==> config.mk <==
export PLATFORM = sky130hd
export DESIGN_NAME = bht_update_unit
export DESIGN_NICKNAME = d
export VERILOG_FILES = /design/src/rtl/bht_update_unit.sv
export SDC_FILE = /design/constraint.sdc
export NUM_CORES = 1
export LEC_CHECK = 0
export BUFFER_PORTS_ARGS = -buffer_cell sky130_fd_sc_hd__buf_2
export CELL_PAD_IN_SITES_DETAIL_PLACEMENT = 0
export CELL_PAD_IN_SITES_GLOBAL_PLACEMENT = 1
export CORE_MARGIN = 2
export CORE_UTILIZATION = 46
export DETAILED_ROUTE_END_ITERATION = 8
export GPL_TIMING_DRIVEN = 1
export PLACE_DENSITY_LB_ADDON = 0.1
export SKIP_CTS_REPAIR_TIMING = 1
export SLEW_MARGIN = 20
export SYNTH_ARGS = -nofsm -noshare
export SYNTH_HDL_FRONTEND = slang
export SYNTH_SLANG_ARGS = --single-unit
==> constraint.sdc <==
create_clock -name clk_i -period 3.8 [get_ports clk_i]
set_input_delay 0.19 -clock clk_i [delete_from_list [all_inputs] [get_ports clk_i]]
set_output_delay 0.19 -clock clk_i [all_outputs]
set_load 0.05 [all_outputs]
==> src/rtl/bht_update_unit.sv <==
// -----------------------------------------------------------------------------
// bht_update_unit
//
// Branch history table (BHT) that sits in the frontend next to PC generation.
// It receives resolved-branch records from the execute-stage branch unit and
// keeps one 2-bit saturating counter per direct-mapped entry. The frontend
// gets a single-cycle taken/not-taken lookup for conditional branches. A
// multi-cycle flush walk invalidates the whole table, one entry per cycle.
//
// Optional build macro: BHT_MISPREDICT_STATS_EN
//   defined   -> 32-bit saturating mispredict counter on mispredict_cnt_o
//   undefined -> no counter register, mispredict_cnt_o tied to 0
//
// Ports:
//   clk_i              clock
//   rst_ni             asynchronous active-low reset
//   flush_i            start (or restart) the full-table invalidation walk
//   vpc_i              lookup PC from the frontend
//   bht_valid_o        lookup hit: indexed entry valid and table not flushing
//   bht_taken_o        predicted taken: counter MSB of a valid entry
//   resolved_branch_i  resolved branch record (branchpredict_t)
//   flush_busy_o       high exactly while the flush walk runs
//   mispredict_cnt_o   mispredict statistics counter
//
// Handshake: the resolved-branch interface has no ready. A record is consumed
// in the cycle its valid is high; it is accepted into the update pipeline only
// when it is a Branch (or carries clear), the table is idle and flush_i is
// low. Otherwise it is dropped silently, so the sender must not rely on
// back-pressure.
// -----------------------------------------------------------------------------

package bht_pkg;

  typedef enum logic [2:0] {
    NoCF,
    Branch,
    Jump,
    JumpR,
    Return
  } cf_t;

  typedef struct packed {
    logic        valid;
    logic [63:0] pc;
    logic        is_taken;
    logic        is_mispredict;
    logic        clear;
    cf_t         cf_type;
  } branchpredict_t;

endpackage

module bht_update_unit
  import bht_pkg::*;
#(
  parameter int unsigned NR_ENTRIES = 64
) (
  input  logic           clk_i,
  input  logic           rst_ni,
  input  logic           flush_i,
  input  logic [63:0]    vpc_i,
  output logic           bht_valid_o,
  output logic           bht_taken_o,
  input  branchpredict_t resolved_branch_i,
  output logic           flush_busy_o,
  output logic [31:0]    mispredict_cnt_o
);

  localparam int unsigned IDX_W = $clog2(NR_ENTRIES);

  typedef enum logic [0:0] {
    IDLE  = 1'b0,
    FLUSH = 1'b1
  } state_t;

  // Snapshot of all control state, kept together so checkers can bind to it.
  typedef struct packed {
    state_t           state;
    logic [IDX_W-1:0] walk;
    logic             upd_pending;
    logic [IDX_W-1:0] upd_idx;
  } bht_dbg_t;

  state_t           state_q, state_d;
  logic [IDX_W-1:0] walk_q, walk_d;

  // Table storage
  logic             valid_q [NR_ENTRIES];
  logic [1:0]       ctr_q   [NR_ENTRIES];

  // Update register (pipeline stage 1)
  logic             upd_valid_q;
  logic [IDX_W-1:0] upd_idx_q;
  logic             upd_taken_q;
  logic             upd_clear_q;

  logic             accept;
  logic [IDX_W-1:0] rb_idx;
  logic [IDX_W-1:0] lkp_idx;

  logic             cur_valid;
  logic [1:0]       cur_ctr;
  logic             new_valid;
  logic [1:0]       new_ctr;
  logic             upd_we;

  bht_dbg_t         bht_dbg;

  // Bit 0 is dropped so 16-bit compressed instructions index correctly; the
  // upper PC bits are not tagged, so aliasing between PCs is allowed.
  assign rb_idx  = resolved_branch_i.pc[IDX_W:1];
  assign lkp_idx = vpc_i[IDX_W:1];

  // ---------------------------------------------------------------------------
  // Flush FSM
  // ---------------------------------------------------------------------------
  always_ff @(posedge clk_i or negedge rst_ni) begin
    if (!rst_ni) begin
      state_q <= IDLE;
      walk_q  <= '0;
    end else begin
      state_q <= state_d;
      walk_q  <= walk_d;
    end
  end

  always_comb begin
    state_d = state_q;
    walk_d  = walk_q;
    unique case (state_q)
      IDLE: begin
        if (flush_i) begin
          state_d = FLUSH;
          walk_d  = '0;
        end
      end
      FLUSH: begin
        if (flush_i) begin
          walk_d = '0;
        end else if (&walk_q) begin
          state_d = IDLE;
          walk_d  = '0;
        end else begin
          walk_d = walk_q + 1'b1;
        end
      end
      default: begin
        state_d = IDLE;
        walk_d  = '0;
      end
    endcase
  end

  assign flush_busy_o = (state_q == FLUSH);

  // ---------------------------------------------------------------------------
  // Update pipeline, stage 1: capture accepted record
  // ---------------------------------------------------------------------------
  assign accept = resolved_branch_i.valid
                & ((resolved_branch_i.cf_type == Branch) | resolved_branch_i.clear)
                & (state_q == IDLE)
                & ~flush_i;

  always_ff @(posedge clk_i or negedge rst_ni) begin
    if (!rst_ni) begin
      upd_valid_q <= 1'b0;
      upd_idx_q   <= '0;
      upd_taken_q <= 1'b0;
      upd_clear_q <= 1'b0;
    end else begin
      upd_valid_q <= accept;
      if (accept) begin
        upd_idx_q   <= rb_idx;
        upd_taken_q <= resolved_branch_i.is_taken;
        upd_clear_q <= resolved_branch_i.clear;
      end
    end
  end

  // ---------------------------------------------------------------------------
  // Update pipeline, stage 2: read-modify-write of the entry. The array is
  // read here (not in stage 1), so a back-to-back update to the same index
  // sees the value written by its predecessor at the end of the prior cycle.
  // ---------------------------------------------------------------------------
  assign cur_valid = valid_q[upd_idx_q];
  assign cur_ctr   = ctr_q[upd_idx_q];

  always_comb begin
    new_valid = cur_valid;
    new_ctr   = cur_ctr;
    if (upd_clear_q) begin
      new_valid = 1'b0;
      new_ctr   = 2'b01;
    end else if (!cur_valid) begin
      new_valid = 1'b1;
      new_ctr   = upd_taken_q ? 2'b10 : 2'b01;
    end else if (upd_taken_q) begin
      new_ctr   = (cur_ctr == 2'b11) ? 2'b11 : cur_ctr + 2'b01;
    end else begin
      new_ctr   = (cur_ctr == 2'b00) ? 2'b00 : cur_ctr - 2'b01;
    end
  end

  // A pending record is discarded if a flush starts in the same cycle.
  assign upd_we = upd_valid_q & ~flush_i;

  // ---------------------------------------------------------------------------
  // Table storage. The flush walk and a stage-2 write never coincide: the
  // update register only fills while idle, and entering FLUSH discards it.
  // ---------------------------------------------------------------------------
  always_ff @(posedge clk_i or negedge rst_ni) begin
    if (!rst_ni) begin
      for (int i = 0; i < int'(NR_ENTRIES); i++) begin
        valid_q[i] <= 1'b0;
        ctr_q[i]   <= 2'b01;
      end
    end else if (state_q == FLUSH) begin
      valid_q[walk_q] <= 1'b0;
      ctr_q[walk_q]   <= 2'b01;
    end else if (upd_we) begin
      valid_q[upd_idx_q] <= new_valid;
      ctr_q[upd_idx_q]   <= new_ctr;
    end
  end

  // ---------------------------------------------------------------------------
  // Lookup (combinational)
  // ---------------------------------------------------------------------------
  assign bht_valid_o = valid_q[lkp_idx] & (state_q == IDLE);
  assign bht_taken_o = ctr_q[lkp_idx][1] & bht_valid_o;

  // ---------------------------------------------------------------------------
  // Mispredict statistics
  // ---------------------------------------------------------------------------
`ifdef BHT_MISPREDICT_STATS_EN
  logic [31:0] mis_cnt_q;

  // Counts every valid mispredict regardless of FSM state or cf_type;
  // saturates and is only cleared by reset.
  always_ff @(posedge clk_i or negedge rst_ni) begin
    if (!rst_ni) begin
      mis_cnt_q <= '0;
    end else if (resolved_branch_i.valid & resolved_branch_i.is_mispredict & ~(&mis_cnt_q)) begin
      mis_cnt_q <= mis_cnt_q + 32'd1;
    end
  end

  assign mispredict_cnt_o = mis_cnt_q;
`else
  assign mispredict_cnt_o = '0;
`endif

  // ---------------------------------------------------------------------------
  // Debug visibility and untagged PC bits
  // ---------------------------------------------------------------------------
  assign bht_dbg = '{
    state:       state_q,
    walk:        walk_q,
    upd_pending: upd_valid_q,
    upd_idx:     upd_idx_q
  };

  logic unused_bits;
  assign unused_bits = ^{vpc_i[63:IDX_W+1], vpc_i[0],
                         resolved_branch_i.pc[63:IDX_W+1], resolved_branch_i.pc[0],
                         resolved_branch_i.is_mispredict, bht_dbg};

endmodule
=== Word level (Yosys, flattened, before mapping) ===
Cells that the tools add are included.

* Multiplexer cells: 41
* Bitwise gates (word level): 17
* Reductions and logical operators: 5
* Add/sub/neg operators: 3
* Order comparisons: 5
* Eq/ne operators: 3

{| class="wikitable"
|+ Operators by type and width
! kind !! count
|-
| $mux W128 || 2
|-
| $and A64 B64 Y64 || 2
|-
| $bwmux W128 || 1
|-
| $mux W64 || 2
|-
| $not A64 Y64 || 2
|-
| $bwmux W64 || 1
|-
| $or A64 B64 Y64 || 1
|-
| $bmux W2 S6 || 2
|-
| $demux W2 S6 || 2
|-
| $mux W2 || 12
|-
| $ge A7 B7 Y1 const B || 3
|-
| $not A6 Y7 || 3
|-
| $mux W6 || 3
|-
| $lt A7 B1 Y1 const B || 2
|-
| $bmux W1 S6 || 2
|-
| $demux W1 S6 || 2
|-
| $pmux W6 S2 || 1
|-
| $mux W1 || 10
|-
| $add A6 B1 Y6 const B || 1
|-
| $and A1 B1 Y1 || 6
|-
| $reduce_and A6 Y1 || 1
|-
| $eq A3 B1 Y1 const B || 1
|-
| $add A2 B1 Y2 const B || 1
|-
| $eq A2 B2 Y1 const B || 1
|-
| other kinds (8) || 10
|}

* Input port bits: 138
* Output and inout port bits: 35
* Flip-flop bits (word level): 208
* Logic and storage cells: 208

=== Logic depth before layout (Yosys ltp) ===
* Depth after elaboration: 12
* Mapped depth: 14
* Depth with buffers taken out: 8

=== Worst setup path after synthesis ===
Ideal clock, no wire load.

* Path type: input to output
* From: input port vpc_i[1]
* To: output port bht_taken_o
* Cell stages on the path: 6
* Required time: 3.610 ns
* Data arrival time: 2.773 ns
* Path slack: 0.837 ns
* Buffers on the path: 2
* Path through: clkbuf_1 > buf_1 > mux4_2 > mux4_2 > mux4_2 > and3_1

* Cells in the longest elaborated chain, start to end: 6
* Elaborated cells between the ends (all ways): 9
* Classes of those cells: mux: 6; bitwise: 3

{| class="wikitable"
|+ Ends and longest elaborated chain
! element !! line !! RTL
|-
| start, declared || 61 || <nowiki>input logic [63:0] vpc_i,</nowiki>
|-
| $not A6 Y7 (implied by the code) * || 229, 230 ||
|-
| $bmux W1 S6 || 229 || <nowiki>assign bht_valid_o = valid_q[lkp_idx] & (state_q == IDLE);</nowiki>
|-
| $mux W1 (implied by the code) (2 in a row) || 229 ||
|-
| $and A1 B1 Y1 || 229 ||
|-
| $and A1 B1 Y1 * || 230 || <nowiki>assign bht_taken_o = ctr_q[lkp_idx][1] & bht_valid_o;</nowiki>
|-
| end, declared || 63 || <nowiki>output logic bht_taken_o,</nowiki>
|}

Every way passes the cells marked *; elsewhere a longest branch is shown, timed or not. The select of a mux whose other input is x is not followed.

=== Final worst setup path ===
* From: register upd_idx_q[1]
* To: register ctr_q[125] in the netlist's numbering

* Cells in the longest elaborated chain, start to end: 12
* Elaborated cells between the ends (all ways): 24
* Classes of those cells: add/sub: 2; order compare: 2; eq/ne: 1; mux: 16; bitwise: 1; reduce/logical: 2

{| class="wikitable"
|+ Ends and longest elaborated chain
! element !! line !! RTL
|-
| start, declared || 93 || <nowiki>logic [IDX_W-1:0] upd_idx_q;</nowiki>
|-
| start signal, assigned || 173 || <nowiki>upd_idx_q <= rb_idx;</nowiki>
|-
| $not A6 Y7 (implied by the code) * || 185, 186, 222 ||
|-
| $bmux W2 S6 || 186 || <nowiki>assign cur_ctr = ctr_q[upd_idx_q];</nowiki>
|-
| $mux W2 (implied by the code) (2 in a row) || 186 ||
|-
| $sub A2 B1 Y2, or another cell as far along || 200 || <nowiki>new_ctr = (cur_ctr == 2'b00) ? 2'b00 : cur_ctr - 2'b01;</nowiki>
|-
| $mux W2, on equally long branches || 200, 198 ||
|-
| $mux W2 || 197 || <nowiki>end else if (upd_taken_q) begin</nowiki>
|-
| $mux W2 || 194 || <nowiki>end else if (!cur_valid) begin</nowiki>
|-
| $mux W2 || 191 || <nowiki>if (upd_clear_q) begin</nowiki>
|-
| $bwmux W128 * || 222 || <nowiki>ctr_q[upd_idx_q] <= new_ctr;</nowiki>
|-
| $mux W128 * || 220 || <nowiki>end else if (upd_we) begin</nowiki>
|-
| $mux W128 * || 217 || <nowiki>end else if (state_q == FLUSH) begin</nowiki>
|-
| end signal, assigned by index || 222 ||
|-
| end, declared || 89 || <nowiki>logic [1:0] ctr_q [NR_ENTRIES];</nowiki>
|}

Marks and branches as above.
A chain may end at the register's enable or synchronous reset.

==> metrics.txt <==
Inserted Clock Buffers 25; Hold Fails Final Rpt 0; fin cells 1687; H-tree levels 1; total power 5.40 mW; Antenna Nets Post-Route 0; Setup CP Type flop to flop; Port Buffer Count 23; Hold WC Path Type input pin to flop; Detailed Place HPWL 32900 microns; CP peak stage delay 0.76 ns; Core ar. 27100 sq um; CP startpoint kind flop; CTS Root Cell clkbuf_16; max-cap viol count 0; DRT Pass-1 Iters 6; leakage power 5.76 nW; Synth cell types 71; finished layout cell area 14300 sq um; # nets final 1435; Primary FF master, synth dfrtp_1; setup_tns 0 ns; clock net sink count 208; Die Area 29000 sq um; Synth Cell Area 12700 sq um; via count 10807; Worst EP required 4.18 ns; sequential share of the synthesized area 0.415; GRT Util Overall 0.330; fin crit share 0.909; first-pass GRT wire length 69800 microns; Yosys Warn Count 0; CP Cell Sequence buf_4 > nand2b_1 > o221ai_1 > a221oi_2 > o22ai_1 > a2111oi_4 > a21oi_1 > a21oi_4 > buf_12 > o31ai_2; Layout area overhead 12.5%; dpl ws 0.424 ns; fill count 2431; starting DRC count in detailed routing 1101; clock latency on the worst-skew pair 0.53 ns; setup ws final 0.347 ns; RSZ-0062 raised after global routing no; Clock transition at path regs 0.06 ns; #FFs+latches synth 208; slowest CP cell dfrtp_1; Syn Area/Cell 10.1 sq um; dpl cell area 13400 sq um; placed cells 1631; Worst setup EP type flop; Fmax 0.290 GHz; Final Util 0.529; layout cells sized above 1 0.272; worst hold margin 0.0106 ns; gr ovfl total 0; Post-synth EDFFs 0; Setup Skew 0.0137 ns; io pins 173; Post-synth ARST share 1.00; starting density of the core 0.470; routability congestion estimate from global placement 0.904; VDD IR max 0.000294 V; Rows 60; status completed; TritonCTS clock tree built; vias in the first global route 10452; drt via density 6.41; P per Cell Area 377 nW/um^2; largest net degree at the start of global routing 114; Die Span Y 170 microns; Worst Path Buf+Inv 2; crit path max fanout 25; DRT Wirelength 46900 microns; drt wl/cell 27.8 microns; Period minus WS final 3.45 ns; Die X-Extent 170 microns; WP data arrival 3.83 ns; Residual DRC 0; initial antenna violation count 0; Final setup violation count 0; Pins Over Slew Limit 0; CTS max path bufs 3; Slew HR 0.193; Syn Inst Count 1262; actual slew at the worst max-slew pin 1.20 ns; Top delay family on crit path compound AO/OA/AOI/OAI gates
area by class of cell:
class | count | area (sq um) | area share
diodes | 1 | 2.50 | 0.000175
clock buffers | 36 | 727 | 0.0507
clock inverters | 9 | 95.1 | 0.00663
inverters | 19 | 71.3 | 0.00498
multi-input cells | 940 | 6810 | 0.475
flip-flops and latches | 208 | 5300 | 0.369
well taps | 372 | 465 | 0.0325
repair buffers | 102 | 867 | 0.0605
flip-flops by register name, summed over array words and instances, names as in the netlist:
| register | count |
|---|---|
| ctr_q | 128 |
| valid_q | 64 |
| upd_idx_q | 6 |
| walk_q | 6 |
| flush_busy_o | 1 |
| upd_clear_q | 1 |
| upd_taken_q | 1 |
| upd_valid_q | 1 |
worst register-to-register path: cells and delay by family (launching register included):
kind / cells / cell delay (ns)
AND/OR/NAND/NOR: 1 / 0.23
buffers and inverters: 2 / 0.60
AO/OA/AOI/OAI: 7 / 1.71
flip-flops: 1 / 0.76
cells in the mapped netlist (17+ instances only):
library cell	number	area [sq um]
dfrtp_1	144	3600
clkbuf_1	54	203
a21oi_1	45	225
nand2_1	188	706
mux4_2	78	1760
o31ai_2	57	713
o21ai_1	37	185
nor3_1	20	100
dfstp_2	64	1680
nand3_1	91	455
o21ai_0	97	485
inv_1	17	63.8
nor2_1	90	338
buf_4	35	263
mux2i_1	21	210
kinds of logic after synthesis:
family / share of synthesized area
and+or+nand+nor: 0.165
AOI/OAI and AO/OA: 0.196
DFF: 0.415
buffers and inverters: 0.0627
muxes: 0.158
xor gates and xnor gates: 0.00206
adders and majority gates: 0.000982
other: 0.000294
placed cells by master (no fill, tap or decap), types with 22 or more instances in the layout:
cell type / instances
nand2_1: 188
dfrtp_1: 140
o21ai_0: 97
nand3_1: 91
nor2_1: 90
mux4_2: 78
dfstp_2: 64
buf_4: 59
o31ai_2: 57
a21oi_1: 45
o21ai_1: 37
conb_1: 32
clkbuf_16: 25
buf_2: 22
metal layers:
layer / track usage / vias up / wire [microns]
li1: - / 4725 / -
met1: 0.466 / 5413 / 19700
met2: 0.497 / 557 / 20500
met3: 0.0642 / 112 / 4300
met4: 0.142 / 0 / 2340
met5: 0 / - / 0
final timing paths:
| kind | depth (start not counted) | slack [ns] | start | to |
|---|---|---|---|---|
| max in group asynchronous | 3 | 2.30 | rst_ni | ctr_q[8] |
| min | 4 | 0.01 | resolved_branch_i[70] | upd_idx_q[4] |
| max reg2reg | 10 | 0.35 | upd_idx_q[1] | ctr_q[125] |
| min in group asynchronous | 2 | 0.37 | rst_ni | ctr_q[91] |
| min reg2reg | 2 | 0.46 | ctr_q[8] | ctr_q[8] |
| max | 10 | 0.35 | upd_idx_q[1] | ctr_q[125] |
power by group:
part	total (mW)	internal [mW]	switching (mW)
Combinational	0.644	0.187	0.457
Clock	2.44	1.46	0.983
Sequential	2.32	2.27	0.0571
Total	5.40	3.91	1.50
(Power assumes the default switching activity.)
